==> src/rtl/video_cfg_pkg.sv <==
// video_cfg_pkg: shared types and width helper for the video config sequencer
package video_cfg_pkg;
  typedef enum logic [2:0] {IDLE, WAIT_VS, BLANK, APPLY, SETTLE} state_t;
  typedef struct packed {
    logic [2:0]  preset;
    logic [31:0] sw;
    logic        gray;
  } video_cfg_t;
  localparam int PRESET_W = 3;
  localparam int SW_W = 32;
  function automatic int cnt_w(input int n);
    return (n < 2) ? 1 : $clog2(n);
  endfunction
endpackage

==> src/rtl/video_cfg_sequencer_frame_event_gen.sv <==
// frame_event_gen: VSync rising-edge detect with a no-VSync timeout fallback
module frame_event_gen
  import video_cfg_pkg::*;
#(
  parameter int TIMEOUT_CYCLES = 2_000_000
) (
  input  logic clk_vid,
  input  logic reset,
  input  logic core_vs,
  input  logic run,
  output logic frame_evt
);
  localparam int TW = cnt_w(TIMEOUT_CYCLES);
  logic          vs_q;
  logic [TW-1:0] to_cnt;
  logic          timeout;
  assign timeout = to_cnt == TW'(TIMEOUT_CYCLES - 1);
  assign frame_evt = (core_vs & ~vs_q) | timeout;
  // edge-detect register and timeout counter, idle-cleared and restarted on every event
  always_ff @(posedge clk_vid or posedge reset) begin
    if (reset) begin
      vs_q   <= 1'b0;
      to_cnt <= '0;
    end else begin
      vs_q   <= core_vs;
      to_cnt <= (!run || frame_evt) ? '0 : to_cnt + 1'b1;
    end
  end
endmodule

==> src/rtl/video_cfg_sequencer.sv <==
// video_cfg_sequencer: applies display config changes on frame events, blanking around preset swaps
module video_cfg_sequencer
  import video_cfg_pkg::*;
#(
  parameter int         BLANK_FRAMES   = 2,
  parameter int         SETTLE_FRAMES  = 2,
  parameter int         TIMEOUT_CYCLES = 2_000_000,
  parameter logic [2:0] RESET_PRESET   = 3'd0,
  parameter logic [31:0] RESET_SW      = 32'h0
) (
  input  logic                clk_vid,
  input  logic                reset,
  input  logic                core_vs,
  input  logic                force_blackout,
  input  logic                req_valid,
  output logic                req_ready,
  input  logic [PRESET_W-1:0] req_preset,
  input  logic [SW_W-1:0]     req_video_sw,
  input  logic                req_grayscale,
  output logic [PRESET_W-1:0] video_preset,
  output logic [SW_W-1:0]     video_sw,
  output logic                grayscale_en,
  output logic                blackout_en,
  output logic                busy,
  output logic                cfg_applied
);
  localparam int FW = cnt_w((BLANK_FRAMES > SETTLE_FRAMES) ? BLANK_FRAMES : SETTLE_FRAMES);
  if (BLANK_FRAMES < 1) begin : g_bad_blank
    $error("BLANK_FRAMES must be at least 1");
  end
  if (SETTLE_FRAMES < 1) begin : g_bad_settle
    $error("SETTLE_FRAMES must be at least 1");
  end
  if (TIMEOUT_CYCLES < 2) begin : g_bad_timeout
    $error("TIMEOUT_CYCLES must be at least 2");
  end
  state_t        state;
  video_cfg_t    cfg;
  video_cfg_t    pend;
  logic          need_blank;
  logic          seq_blank;
  logic [FW-1:0] frame_cnt;
  logic          frame_evt;
  logic          blank_last;
  logic          settle_last;
  frame_event_gen #(.TIMEOUT_CYCLES(TIMEOUT_CYCLES)) u_evt (
    .clk_vid  (clk_vid),
    .reset    (reset),
    .core_vs  (core_vs),
    .run      (state != IDLE),
    .frame_evt(frame_evt)
  );
  assign blank_last = frame_cnt == FW'(BLANK_FRAMES - 1);
  assign settle_last = frame_cnt == FW'(SETTLE_FRAMES - 1);
  assign req_ready = state == IDLE;
  assign busy = state != IDLE;
  assign video_preset = cfg.preset;
  assign video_sw = cfg.sw;
  assign grayscale_en = cfg.gray;
  // sequencer: latch request, wait for a frame, optionally blank, apply, settle
  always_ff @(posedge clk_vid or posedge reset) begin
    if (reset) begin
      state       <= IDLE;
      cfg         <= '{preset: RESET_PRESET, sw: RESET_SW, gray: 1'b0};
      pend        <= '0;
      need_blank  <= 1'b0;
      seq_blank   <= 1'b0;
      frame_cnt   <= '0;
      blackout_en <= 1'b0;
      cfg_applied <= 1'b0;
    end else begin
      blackout_en <= seq_blank | force_blackout;
      cfg_applied <= state == APPLY;
      case (state)
        IDLE: if (req_valid) begin
          pend       <= '{preset: req_preset, sw: req_video_sw, gray: req_grayscale};
          need_blank <= req_preset != cfg.preset;
          state      <= WAIT_VS;
        end
        WAIT_VS: if (frame_evt) begin
          state     <= need_blank ? BLANK : APPLY;
          seq_blank <= need_blank;
          frame_cnt <= '0;
        end
        BLANK: if (frame_evt) begin
          state     <= blank_last ? APPLY : BLANK;
          frame_cnt <= blank_last ? '0 : frame_cnt + 1'b1;
        end
        APPLY: begin
          cfg   <= pend;
          state <= need_blank ? SETTLE : IDLE;
        end
        SETTLE: if (frame_evt) begin
          state     <= settle_last ? IDLE : SETTLE;
          seq_blank <= !settle_last;
          frame_cnt <= settle_last ? '0 : frame_cnt + 1'b1;
        end
        default: state <= IDLE;
      endcase
    end
  end
endmodule

==> config.mk <==
export PLATFORM = sky130hd
export DESIGN_NAME = video_cfg_sequencer
export DESIGN_NICKNAME = d
export VERILOG_FILES = /design/src/rtl/video_cfg_pkg.sv /design/src/rtl/video_cfg_sequencer_frame_event_gen.sv /design/src/rtl/video_cfg_sequencer.sv
export SDC_FILE = /design/constraint.sdc
export NUM_CORES = 1
export LEC_CHECK = 0
export ABC_AREA = 1
export BUFFER_PORTS_ARGS = -buffer_cell sky130_fd_sc_hd__buf_2
export CORE_UTILIZATION = 43
export DETAILED_ROUTE_END_ITERATION = 10
export PLACE_DENSITY_LB_ADDON = 0.12
export SETUP_SLACK_MARGIN = 0.5
export SYNTH_ARGS = -nofsm -noshare
export SYNTH_HDL_FRONTEND = slang
export SYNTH_SLANG_ARGS = --single-unit
export TNS_END_PERCENT = 5
==> constraint.sdc <==
create_clock -name clk_vid -period 4 [get_ports clk_vid]
set_clock_uncertainty 0.15 [all_clocks]
set_input_delay 1.2 -clock clk_vid [delete_from_list [all_inputs] [get_ports clk_vid]]
set_output_delay 1.2 -clock clk_vid [all_outputs]
set_load 0.02 [all_outputs]
==> impl_metrics.py <==
metrics = {
    "run_status": {
        "status": "completed",
    },
    "logic_synthesis": {
        "syn_avg_cell_area_um2": 9.14,
        "yosys.cell_count.top_type": "nand2_1",
        "syn_area_um2": 4490,
        "ys.flop_type": "dfrtp_1",
        "synthesis.nets": 533,
        "yosysTopAreaCell": "dfrtp_1",
        "yosysWarnings": 0,
        "yosysUniqueCellTypes": 30,
        "ys_async_sr_fraction_pct": 100,
        "synth_area_leaders": "dfrtp_1 57%, nand2_1 10%, o21ai_2 5.9%",
        "synth_top_cell_area_share_pct": 56.9,
        "synthTopCellsByCount": "124 x nand2_1, 102 x dfrtp_1, 59 x inv_1, 47 x nor2_1, 45 x o21ai_0",
        "ys_seq_elements": 102,
        "yosysSeqAreaShare_pct": 56.9,
        "synthCells": 491,
        "synth-edff-count": 0,
    },
    "worst_setup_path": {
        "max_stage_delay_ps": 440,
        "worstReg2RegStart": "state[0]",
        "crit_type": "flop to output port",
        "r2r_end": "pend[12]",
        "worst-endpoint-required_ps": 2650,
        "rrSetupSlack_ps": 1980,
        "cp_cell_sequence": "inv_2, nand2_2, nor2_4, inv_2, buf_2",
        "cp-end-kind": "output port",
        "timing.critical_path.mode_cell": "inv_2",
        "worst_r2r_path_depth": 8,
        "crit_fanout": 4,
        "crit_slowest_cell": "dfrtp_1",
        "cp.arrival_ps": 1290,
        "startpoint_type": "flop",
    },
    "placed_design": {
        "dpl.hpwl_um": 5920,
        "port_buffers": 80,
        "gp_congestion": 0.821,
    },
    "final_layout": {
        "fin_nets": 612,
        "regArea_um2": 2550,
        "syn_to_final_growth_pct": 15.2,
        "drive_gt1_share_pct": 25.8,
        "num_antenna_cells": 0,
        "fill_cells": 965,
        "multiInputGateArea_um2": 1570,
    },
    "global_routing": {
        "grt-ovfl-total": 0,
        "antenna_found_initial": 0,
        "grt_max_degree": 75,
        "grt_usage_pct": 17.2,
        "grt_pass1_wl_um": 15000,
        "grt_pass1_vias": 3298,
    },
    "sta": {
        "final.period_utilization_pct": 66.0,
        "slew_violations": 0,
        "tns_ps": 0,
        "period_minus_slack_ps": 2640,
        "grt_setup_unrepaired": "false",
        "relSlewSlack_pct": 41.3,
        "finalHoldViolations": 0,
        "setup_viol": 0,
        "tightest_slew_ps": 881,
        "hold_slack_ps": 333,
        "fmax_ghz": 0.379,
    },
    "hold_path": {
        "hold_depth": 2,
        "worstHoldStart": "seq_blank",
        "min_to": "seq_blank",
        "worstHoldPathType": "flop to flop",
    },
    "die": {
        "die_w_um": 104,
        "rows": 36,
        "io_pins": 81,
        "coreArea_um2": 9950,
        "die_area_um2": 10900,
        "initial_utilization_pct": 45.1,
        "fp.dieH_um": 104,
    },
    "power_and_ir_drop": {
        "power-per-cell-area_nw_per_um2": 677,
        "p_leak_nw": 2.54,
        "finalPower_mw": 3.50,
        "max-vdd-ir-drop_v": 0.000322,
    },
    "clock_network": {
        "post_cts_buffers": 0,
        "cts_tree": "yes",
        "numCtsBuffers": 9,
        "cts_root_buf": "clkbuf_8",
        "cts_resized": 0,
        "clkSlewWorstSetupHoldPaths_ps": 90,
        "clock_latency_ps": 360,
        "htreeDepth": 3,
        "cts_sinks": 102,
        "hold_buffers": 0,
        "max-clock-path-buffers": 2,
    },
    "route": {
        "drtIter0Drc": 98,
        "vias": 3295,
        "viasPerCell": 4.66,
        "dr.pass1.iters": 4,
        "drtAntennaViolNets": 0,
        "drt-total-wl_um": 8450,
        "route.detailed.drc": 0,
        "routedWlPerCell_um": 12.0,
    },
    "flow_run": {
        "maxCapViolCount": 0,
    },
}
final cells by class:
type | count | area share, %
Tap cell | 133 | 3.22
Clock inverter | 4 | 1.06
Timing Repair Buffer | 86 | 8.62
Clock buffer | 11 | 2.73
Sequential cell | 102 | 49.4
Multi-Input combinational cell | 309 | 30.4
Inverter | 62 | 4.57
how the worst max path moves through the flow:
stage,from,endpoint,slack [ps],depth (start not counted)
floorplan,reset,blackout_en,1430,1
global placement,req_valid,need_blank,1380,6
detailed placement,req_valid,need_blank,1360,6
CTS,state[0],busy,1330,5
global route,state[0],busy,1300,5
finish,state[0],busy,1360,5
per-stage QoR:
stage,cell area (um^2),util (%),setup slack [ps],instances
2_1_floorplan,4490,-,1430,491
3_3_place_gp,4970,50.0,1380,692
3_5_place_dp,4970,50.0,1360,692
4_1_cts,5170,51.9,1330,707
5_1_grt,5170,51.9,1300,707
6_report,5170,51.9,1360,707
layout by cell type, fill, tap and decap left out, types with 6 or more instances in the layout:
cell,n
buf_2,80
buf_4,6
clkbuf_8,10
dfrtp_1,102
inv_1,58
nand2_1,124
nand3_1,19
nand3_2,6
nor2_1,47
o21ai_0,45
o21ai_2,30
xnor2_1,7
xor2_1,6
worst max-delay path, delay by kind of cell (launching register included):
| kind | cells | cell delay (ps) |
|---|---|---|
| flops | 1 | 440 |
| simple gates | 2 | 170 |
| buf+inv | 3 | 320 |
kinds of logic (layout without fill, tap and decap cells):
group | Yosys count | after routing | share of synthesized area (%)
AND/OR/NAND/NOR | 213 | 213 | 20.4
flip-flops | 102 | 102 | 56.9
AO/OA/AOI/OAI | 82 | 82 | 11.8
buffers and inverters | 80 | 163 | 8.20
XOR/XNOR | 13 | 13 | 2.54
adder cells (fa/ha/maj) | 1 | 1 | 0.279
state kept, by name, indices dropped and copies added, names as in the netlist:
register,flops
pend,36
video_sw,32
u_evt.to_cnt,21
state,3
video_preset,3
blackout_en,1
blank_last,1
cfg_applied,1
grayscale_en,1
need_blank,1
seq_blank,1
u_evt.vs_q,1
metal layers:
metal	vias up	global-route usage, %	routed length [um]
met5	-	0	0
met4	0	6.53	169
met3	11	4.95	387
met2	57	27.8	4020
met1	1539	21.9	3870
li1	1688	-	-
where the power goes:
| part | switching, mW | internal, mW |
|---|---|---|
| clock | 0.335 | 0.307 |
| sequential | 0.160 | 1.39 |
| combinational | 0.860 | 0.443 |
Note: power is estimated with default switching activity, not from simulation.
